File: src/rtl/mips_pkg.sv
// mips_pkg: shared definitions for the myMIPS memory/write-back slice.
//   MIPS_DATA_W : default datapath and memory word width
//   MIPS_REG_W  : default register index width
//   ZERO_REG    : architectural zero register index (never written)
//   mw_state_t  : load controller states (IDLE, WAIT)
package mips_pkg;

    localparam int unsigned MIPS_DATA_W = 32;
    localparam int unsigned MIPS_REG_W  = 5;
    localparam int unsigned ZERO_REG    = 0;

    typedef enum logic [0:0] {
        IDLE = 1'b0,
        WAIT = 1'b1
    } mw_state_t;

endpackage

File: src/rtl/mem_load_ctrl.sv
// mem_load_ctrl: load sequencer between the EX->MEM latch and data memory.
// Issues a registered, handshaked load request, waits for the acknowledge
// with a timeout, and stalls upstream while a load is outstanding.
// Ports:
//   clk, rst          clock, asynchronous active-high reset
//   alu_out           EX result / load byte address
//   xm_rd, xm_lw      destination register and load flag from EX
//   mem_ack           one-cycle acknowledge, only honoured in WAIT
//   stall             combinational upstream hold
//   mem_req, mem_addr registered load request and word address
//   pass_en           IDLE, non-load: write back the ALU result this cycle
//   ld_done, ld_rd    load acknowledged this cycle, and its destination
//   err_evt           misaligned or timed-out load this cycle
module mem_load_ctrl
    import mips_pkg::*;
#(
    parameter int unsigned DATA_W  = MIPS_DATA_W,
    parameter int unsigned REG_W   = MIPS_REG_W,
    parameter int unsigned TIMEOUT = 16
) (
    input  logic              clk,
    input  logic              rst,
    input  logic [DATA_W-1:0] alu_out,
    input  logic [REG_W-1:0]  xm_rd,
    input  logic              xm_lw,
    input  logic              mem_ack,
    output logic              stall,
    output logic              mem_req,
    output logic [DATA_W-1:0] mem_addr,
    output logic              pass_en,
    output logic              ld_done,
    output logic [REG_W-1:0]  ld_rd,
    output logic              err_evt
);

    localparam int unsigned      CNT_W    = $clog2(TIMEOUT);
    localparam logic [CNT_W-1:0] CNT_LAST = CNT_W'(TIMEOUT - 1);

    mw_state_t         state_q, state_d;
    logic [CNT_W-1:0]  cnt_q, cnt_d;
    logic              req_q, req_d;
    logic [DATA_W-1:0] addr_q, addr_d;
    logic [REG_W-1:0]  rd_q, rd_d;
    logic              aligned;
    logic              cnt_last;

    assign aligned  = (alu_out[1:0] == 2'b00);
    assign cnt_last = (cnt_q == CNT_LAST);

    always_comb begin
        state_d = state_q;
        cnt_d   = cnt_q;
        req_d   = req_q;
        addr_d  = addr_q;
        rd_d    = rd_q;
        stall   = 1'b0;
        pass_en = 1'b0;
        ld_done = 1'b0;
        err_evt = 1'b0;
        unique case (state_q)
            IDLE: begin
                if (!xm_lw) begin
                    pass_en = 1'b1;
                end else if (!aligned) begin
                    err_evt = 1'b1;
                end else begin
                    stall   = 1'b1;
                    req_d   = 1'b1;
                    addr_d  = {alu_out[DATA_W-1:2], 2'b00};
                    rd_d    = xm_rd;
                    cnt_d   = '0;
                    state_d = WAIT;
                end
            end
            WAIT: begin
                // Ack takes priority over a timeout landing in the same cycle.
                if (mem_ack) begin
                    ld_done = 1'b1;
                    req_d   = 1'b0;
                    state_d = IDLE;
                end else if (cnt_last) begin
                    err_evt = 1'b1;
                    req_d   = 1'b0;
                    state_d = IDLE;
                end else begin
                    stall = 1'b1;
                    cnt_d = cnt_q + 1'b1;
                end
            end
            default: state_d = IDLE;
        endcase
    end

    always_ff @(posedge clk or posedge rst) begin
        if (rst) begin
            state_q <= IDLE;
            cnt_q   <= '0;
            req_q   <= 1'b0;
            addr_q  <= '0;
            rd_q    <= '0;
        end else begin
            state_q <= state_d;
            cnt_q   <= cnt_d;
            req_q   <= req_d;
            addr_q  <= addr_d;
            rd_q    <= rd_d;
        end
    end

    assign mem_req  = req_q;
    assign mem_addr = addr_q;
    assign ld_rd    = rd_q;

endmodule

File: src/rtl/mem_writeback_stage.sv
// mem_writeback_stage: MEM/WB stage of the myMIPS core. Passes ALU results
// straight to the register-file write port, performs loads through
// mem_load_ctrl, and reports misaligned/timed-out loads on load_err.
// Optional build macro MW_PERF_EN adds perf_loads / perf_stalls counters.
// Ports:
//   clk, rst                  clock, asynchronous active-high reset
//   ALUout, XM_RD, XM_lwFlag  EX->MEM entry
//   stall                     combinational upstream hold
//   mem_req, mem_addr         registered load request / word address
//   mem_rdata, mem_ack        load data and one-cycle acknowledge
//   MW_we, MW_RD, MW_data     registered register-file write port
//   load_err                  one-cycle error pulse
//   perf_loads, perf_stalls   (MW_PERF_EN only) completed loads, stalled cycles
module mem_writeback_stage
    import mips_pkg::*;
#(
    parameter int unsigned DATA_W  = MIPS_DATA_W,
    parameter int unsigned REG_W   = MIPS_REG_W,
    parameter int unsigned TIMEOUT = 16
) (
    input  logic              clk,
    input  logic              rst,
    input  logic [DATA_W-1:0] ALUout,
    input  logic [REG_W-1:0]  XM_RD,
    input  logic              XM_lwFlag,
    output logic              stall,
    output logic              mem_req,
    output logic [DATA_W-1:0] mem_addr,
    input  logic [DATA_W-1:0] mem_rdata,
    input  logic              mem_ack,
    output logic              MW_we,
    output logic [REG_W-1:0]  MW_RD,
    output logic [DATA_W-1:0] MW_data,
    output logic              load_err
`ifdef MW_PERF_EN
    ,
    output logic [31:0]       perf_loads,
    output logic [31:0]       perf_stalls
`endif
);

    localparam logic [REG_W-1:0] ZERO_IDX = REG_W'(ZERO_REG);

    logic              pass_en;
    logic              ld_done;
    logic [REG_W-1:0]  ld_rd;
    logic              err_evt;

    logic              we_q, we_d;
    logic [REG_W-1:0]  rd_q, rd_d;
    logic [DATA_W-1:0] data_q, data_d;
    logic              err_q, err_d;

    mem_load_ctrl #(
        .DATA_W  (DATA_W),
        .REG_W   (REG_W),
        .TIMEOUT (TIMEOUT)
    ) u_ctrl (
        .clk      (clk),
        .rst      (rst),
        .alu_out  (ALUout),
        .xm_rd    (XM_RD),
        .xm_lw    (XM_lwFlag),
        .mem_ack  (mem_ack),
        .stall    (stall),
        .mem_req  (mem_req),
        .mem_addr (mem_addr),
        .pass_en  (pass_en),
        .ld_done  (ld_done),
        .ld_rd    (ld_rd),
        .err_evt  (err_evt)
    );

    // Write-back register holds its index/data between writes; only the
    // enable and error are pulses.
    always_comb begin
        we_d   = 1'b0;
        rd_d   = rd_q;
        data_d = data_q;
        err_d  = err_evt;
        if (pass_en) begin
            rd_d   = XM_RD;
            data_d = ALUout;
            we_d   = (XM_RD != ZERO_IDX);
        end else if (ld_done) begin
            rd_d   = ld_rd;
            data_d = mem_rdata;
            we_d   = (ld_rd != ZERO_IDX);
        end
    end

    always_ff @(posedge clk or posedge rst) begin
        if (rst) begin
            we_q   <= 1'b0;
            rd_q   <= '0;
            data_q <= '0;
            err_q  <= 1'b0;
        end else begin
            we_q   <= we_d;
            rd_q   <= rd_d;
            data_q <= data_d;
            err_q  <= err_d;
        end
    end

    assign MW_we    = we_q;
    assign MW_RD    = rd_q;
    assign MW_data  = data_q;
    assign load_err = err_q;

`ifdef MW_PERF_EN
    logic [31:0] loads_q, stalls_q;

    always_ff @(posedge clk or posedge rst) begin
        if (rst) begin
            loads_q  <= '0;
            stalls_q <= '0;
        end else begin
            if (ld_done) loads_q <= loads_q + 32'd1;
            if (stall)   stalls_q <= stalls_q + 32'd1;
        end
    end

    assign perf_loads  = loads_q;
    assign perf_stalls = stalls_q;
`endif

endmodule

File: config.mk
export PLATFORM = sky130hd
export DESIGN_NAME = mem_writeback_stage
export DESIGN_NICKNAME = d
export VERILOG_FILES = /design/src/rtl/mips_pkg.sv /design/src/rtl/mem_load_ctrl.sv /design/src/rtl/mem_writeback_stage.sv
export SDC_FILE = /design/constraint.sdc
export NUM_CORES = 1
export LEC_CHECK = 0
export BUFFER_PORTS_ARGS = -buffer_cell sky130_fd_sc_hd__buf_2
export CORE_AREA = 5 5 106 108
export DETAILED_ROUTE_END_ITERATION = 7
export DIE_AREA = 0 0 111 113
export REMOVE_ABC_BUFFERS = 1
export SLEW_MARGIN = 30
export SYNTH_ARGS = -nofsm -noshare
export SYNTH_HDL_FRONTEND = slang
export SYNTH_SLANG_ARGS = --single-unit
File: constraint.sdc
create_clock -name clk -period 6.25 [get_ports clk]
set_input_delay 1.25 -clock clk [delete_from_list [all_inputs] [get_ports clk]]
set_output_delay 1.25 -clock clk [all_outputs]
set_load 0.05 [all_outputs]
==> results of run 1 <==
[area by class of cell]
type,count,area [um2],share of cell area (%)
Clock buffer,10,127.6,2.851
Clock inverter,5,106.4,2.376
Inverter,2,8.758,0.1956
Multi-Input combinational cell,248,1320,29.49
Sequential cell,80,2002,44.72
Tap cell,136,170.2,3.801
Timing Repair Buffer,146,742.0,16.57
[flip-flops by register name, indices dropped and copies added, names as in the netlist, 4 cells and up]
signal,cells
u_ctrl.cnt_q,4
MW_RD,5
u_ctrl.ld_rd,5
u_ctrl.mem_addr,30
MW_data,32
[final timing paths]
kind | start | to | slack (ns)
setup / recovery | ALUout[1] | stall | 2.42
hold / removal | u_ctrl.mem_addr[23] | u_ctrl.mem_addr[23] | 0.47
setup reg to reg | u_ctrl.state_q | MW_data[23] | 4.18
hold reg to reg | u_ctrl.mem_addr[23] | u_ctrl.mem_addr[23] | 0.47
max in group asynchronous | rst | u_ctrl.cnt_q[1] | 4.67
min in group asynchronous | rst | MW_data[7] | 1.10
[tightest hold or removal path, stage by stage (launching register included)]
cell and delay [ns]:
dfrtp_1 0.34, nand2_1 0.05, nand2_1 0.05
[routing by layer]
metal / global-route usage, % / up-vias
met4: 5.255 / 0
met1: 17.62 / 1286
met2: 23.02 / 94
li1: - / 1414
met5: 0 / -
met3: 4.813 / 10
[power by group through the flow]
stage | clock, mW | combinational [mW] | sequential, mW
6_report | 0.446 | 0.592 | 0.678
5_1_grt | 0.485 | 0.634 | 0.694
4_1_cts | 0.464 | 0.602 | 0.679
3_5_place_dp | 0 | 0.602 | 0.687
3_3_place_gp | 0 | 0.595 | 0.682
2_1_floorplan | 0 | 0.135 | 0.988
[logic make-up after synthesis]
family / count (synthesis)
AO/OA/AOI/OAI: 46
other: 1
flip-flops: 80
buffers and inverters: 24
AND/OR/NAND/NOR: 160
adder cells (fa/ha/maj): 1
multiplexers: 39
[stage by stage]
step	cells	utilization, %	hold WS, ns	setup slack [ns]	power, mW
after detailed placement	612	41.85	0.4567	2.377	1.289
after CTS	627	44.16	0.4770	2.372	1.745
after global placement	612	41.80	0.4536	2.398	1.278
after floorplan	330	-	0.4589	2.174	1.123
after global routing	627	44.16	0.4906	2.326	1.813
final	627	44.16	0.4710	2.421	1.717
[cell usage in the layout, fill, tap and decap left out]
cell type,synthesis,final
and2_4,0,1
buf_4,3,2
a31o_1,1,1
clkinv_4,0,1
nand2b_1,1,1
bufinv_16,0,3
buf_6,5,1
inv_1,2,1
nand2_1,147,147
nor2_4,0,1
clkbuf_8,0,9
nor4b_4,1,1
o21ai_1,5,5
or4_1,2,2
o21ai_0,36,36
ha_1,1,1
a311oi_1,1,1
nor3b_1,1,1
a21oi_1,1,1
clkbuf_1,5,1
dfrtp_1,80,80
nor2b_1,2,2
conb_1,1,2
clkinvlp_4,0,1
and3_1,1,1
mux2i_1,39,39
buf_2,9,143
nor2_1,2,1
a41oi_1,1,1
nand3_1,1,1
clkinv_2,0,1
or4b_4,1,1
o21a_1,1,1
==> results.yml, run 1 <==
outcome:
  status: "finished, final reports clean"
route:
  highest_layer: "met4"
  drt_iter0_markers: 103
  wl_met1_um: 3735
  wl_per_cell_um: 13.53
  vias: 2804
  drt_pass1_iterations: 4
  via_per_inst: 4.472
  drc: 0
  ant_nets: 0
  met3_length_um: 692
  routed_wl_um: 8485
  wl_met2_um: 3978
global_routing:
  grt_pass1_wl_um: 14640
  antenna_found_initial: 0
  overflow: 0
  track_usage_pct: 14.18
  grt_max_degree: 81
  grt_pass1_vias: 2953
pwr:
  p_leak_nw: 2.365
  p_switching_uw: 692.9
  clkPwrFrac_pct: 26.0
  ir_drop_mv: 0.1331
  p_per_area_nw_per_um2: 383.4
  combPwrFrac_pct: 34.5
  p_sw_share_pct: 40.37
  pwr-share-seq_pct: 39.5
  power.internal_mw: 1.024
floorplan:
  die_area_um2: 12540
  die_width_um: 111
  rows: 37
  io_pins: 146
  chipHeight_um: 113
  core-area_um2: 10140
  start_util_pct: 34.11
clocking:
  h-tree-depth: 3
  ctsHoldBuffers: 0
  post_cts_resized: 0
  cts_setup_buffers: 0
  cts_sinks: 80
  clk_pin_slew_worst_paths_ns: 0.08
  cts_tree: "yes"
  numCtsBuffers: 9
  cts-root-buf: "clkbuf_8"
  worstSkewPairLatency_ns: 0.34
  clock_path_buffers: 2
job:
  drv_cap: 0
setup_path:
  cp_num_buf_inv: 2
  critPathMaxStageDelay_ns: 0.75
  cp_cell_sequence: "buf_2, or4b_4, nand2_1, buf_2"
  reg2reg_depth: 4
  startpoint_type: "input port"
  path_class: "in -> out"
  crit_slowest_cell: "or4b_4"
  cpMostUsedCell: "buf_2"
  cp.arrival_ns: 2.58
  crit_cells: 4
  required_ns: 5.00
  critical_path.top_delay_family: "simple AND/OR/NAND/NOR gates"
  worstSetupEndpointType: "output pin"
  path_max_fanout: 39
synthesis:
  synth_xor_area_share_pct: 0
  synthMuxAreaShare_pct: 11.29
  synthCells: 351
  synth-compound-area-share_pct: 7.055
  synth_edf_count: 0
  synthTopCellsByCount: "nand2_1 (147), dfrtp_1 (80), mux2i_1 (39), o21ai_0 (36), buf_2 (9)"
  synthAdderAreaFrac_pct: 0.3618
  yosys.area_share.simple_pct: 18.96
  synth_top_family_by_area: "simple AND/OR/NAND/NOR gates"
  yosys_warnings: 0
  netlist.area_leader.share_pct: 57.89
  ys_async_sr_fraction_pct: 100.0
  synth_area_per_cell_um2: 9.853
  synth_sequential_area_ratio_pct: 57.89
  yosysMostFrequentCell: "nand2_1"
  yosys_most_used_dff: "dfrtp_1"
  yosys_register_bits: 80
  synth.cell_area_um2: 3458
  synth_cell_types: 27
  synth_area_leaders: "dfrtp_1 (58%), nand2_1 (16%), mux2i_1 (11%)"
  synth_top_cell_by_area: "dfrtp_1"
finish:
  area_delta_synth_final_pct: 29.45
  num-fill-cells: 1023
  diodes: 0
  fin_area_um2: 4477
  nNetsFinal: 561
  layout-drive-gt1-share_pct: 33.60
timing:
  period_needed_ns: 3.829
  fin_skew_ns: 0.01135
  finalCritPeriodShare_pct: 61.27
  worstMarginPinSlew_ns: 0.7493
  setup_viol: 0
  grt_setup_unrepaired: "false"
  max_freq_mhz: 261.2
  slew_headroom_pct: 49.93
  drv_slew: 0
  fin_tns_setup_ns: 0
  final_hold_viol_count: 0
worst_hold_path:
  hold_path_class: "reg -> reg"
  holdPathStages: 2
placement:
  placed_area_um2: 4243
  hpwlAfterDp_um: 6021
  gp_congestion: 0.7519
  portBuffers: 143
Power figures use the tool's default switching activity.
==> inputs of run 2 (changes only) <==
Clock period 6.25 ns to 3.6 ns, I/O delays scaled along.
==> results.yml, run 2 (synthesized netlist as in run 1, its figures left out) <==
timing:
  max_freq_mhz: 359.5
  drv_slew: 0
  slew_headroom_pct: 47.76
  period_needed_ns: 2.781
  fin_skew_ns: 0.005775
  grt_setup_unrepaired: "false"
  fin_tns_setup_ns: 0
  setup_viol: 0
  worstMarginPinSlew_ns: 0.7818
  final_hold_viol_count: 0
  finalCritPeriodShare_pct: 77.26
  setup_ws_ns: 0.8186
global_routing:
  grt_max_degree: 45
  grt_pass1_wl_um: 14510
  track_usage_pct: 14.17
  antenna_found_initial: 0
  grt_pass1_vias: 2976
  overflow: 0
floorplan:
  die_width_um: 111
  start_util_pct: 34.11
  die_area_um2: 12540
  rows: 37
  io_pins: 146
  core-area_um2: 10140
  chipHeight_um: 113
outcome:
  status: "finished, final reports clean"
finish:
  register_area_um2: 2002
  fin_cells: 629
  fin_area_um2: 4471
  num-fill-cells: 1029
  diodes: 0
  final_common_cell: "nand2_1"
  largest_reg_flops: 32
  final_cell_mix: "nand2_1 (147), buf_2 (143), dfrtp_1 (80)"
  layout-drive-gt1-share_pct: 34.08
  nNetsFinal: 563
  multi_input_area_um2: 1319
  postLayoutCoreUtil_pct: 44.09
  area_delta_synth_final_pct: 29.27
placement:
  gp_congestion: 0.7768
  hpwlAfterDp_um: 6273
  dp.cells: 614
  post-place-ws_ns: 0.8039
  placed_area_um2: 4265
  portBuffers: 143
clocking:
  clk_pin_slew_worst_paths_ns: 0.07
  clock_path_buffers: 2
  cts-root-buf: "clkbuf_8"
  worstSkewPairLatency_ns: 0.34
  cts_sinks: 80
  cts_setup_buffers: 0
  ctsHoldBuffers: 0
  numCtsBuffers: 9
  h-tree-depth: 3
  post_cts_resized: 0
  cts_tree: "yes"
setup_path:
  required_ns: 2.88
  path_class: "in -> out"
  worstSetupEndpointType: "output pin"
  startpoint_type: "input port"
  path_max_fanout: 39
  cp.arrival_ns: 2.06
route:
  ant_nets: 0
  drt_iter0_markers: 134
  drt_pass1_iterations: 4
  via_per_inst: 4.429
  vias: 2786
  wl_per_cell_um: 13.55
  drc: 0
  routed_wl_um: 8524
pwr:
  ir_drop_mv: 0.2193
  p_per_area_nw_per_um2: 645.0
  p_leak_nw: 2.373
worst_hold_path:
  hold_path_class: "reg -> reg"
job:
  drv_cap: 0
==> run 2: cell types whose count changed in the layout (fill, tap and decap cells not counted) <==
cell / before / now
and2_4: 1 / 0
bufinv_16: 3 / 1
and2_2: 0 / 1
clkbuf_1: 1 / 0
clkinv_4: 1 / 0
clkbuf_8: 9 / 12
buf_6: 1 / 0
buf_12: 0 / 1
clkinvlp_4: 1 / 0
buf_4: 2 / 4
clkinv_2: 1 / 3
==> run 2: worst paths after layout <==
| check | from | to | slack (ns) | cells past startpoint |
|---|---|---|---|---|
| max | ALUout[1] | stall | 0.82 | 4 |
| min | u_ctrl.mem_addr[25] | u_ctrl.mem_addr[25] | 0.47 | 2 |
| max reg2reg | u_ctrl.state_q | MW_data[10] | 1.67 | 3 |
| min reg2reg | u_ctrl.mem_addr[25] | u_ctrl.mem_addr[25] | 0.47 | 2 |
| max in group asynchronous | rst | u_ctrl.ld_rd[3] | 2.36 | 3 |
| min in group asynchronous | rst | MW_data[30] | 0.48 | 2 |
==> run 2: area by class of cell <==
type	instances	area share, %
multi-input combinational	248	29.50
sequential	80	44.78
timing repair buffer	148	17.13
clock inverter	3	0.8956
clock buffer	12	3.694
tap	136	3.806
inverter	2	0.1959
==> run 2: worst max-delay path, stage by stage <==
cell	delay (ns)
buf_2	0.13
or4b_4	0.78
nand2_1	0.15
buf_2	0.28
==> run 2: layer usage <==
layer,global-route usage (%),wire length [um],up-vias
met5,0,0,-
met4,5.337,110,0
met3,4.118,592,9
met2,22.69,4029,82
met1,18.29,3791,1272
li1,-,-,1423
==> run 2: where the power goes <==
group / internal, mW / total, mW / switching [mW]
combinational: 0.248 / 1.03 / 0.784
clock: 0.371 / 0.675 / 0.303
sequential: 1.07 / 1.18 / 0.103
==> run 2: metrics by stage <==
stage,power [mW],hold WS (ns)
after CTS,2.929,0.4774
after global placement,2.223,0.4541
final,2.884,0.4723
after detailed placement,2.240,0.4582
after global routing,3.054,0.5015
after floorplan,1.950,0.4589
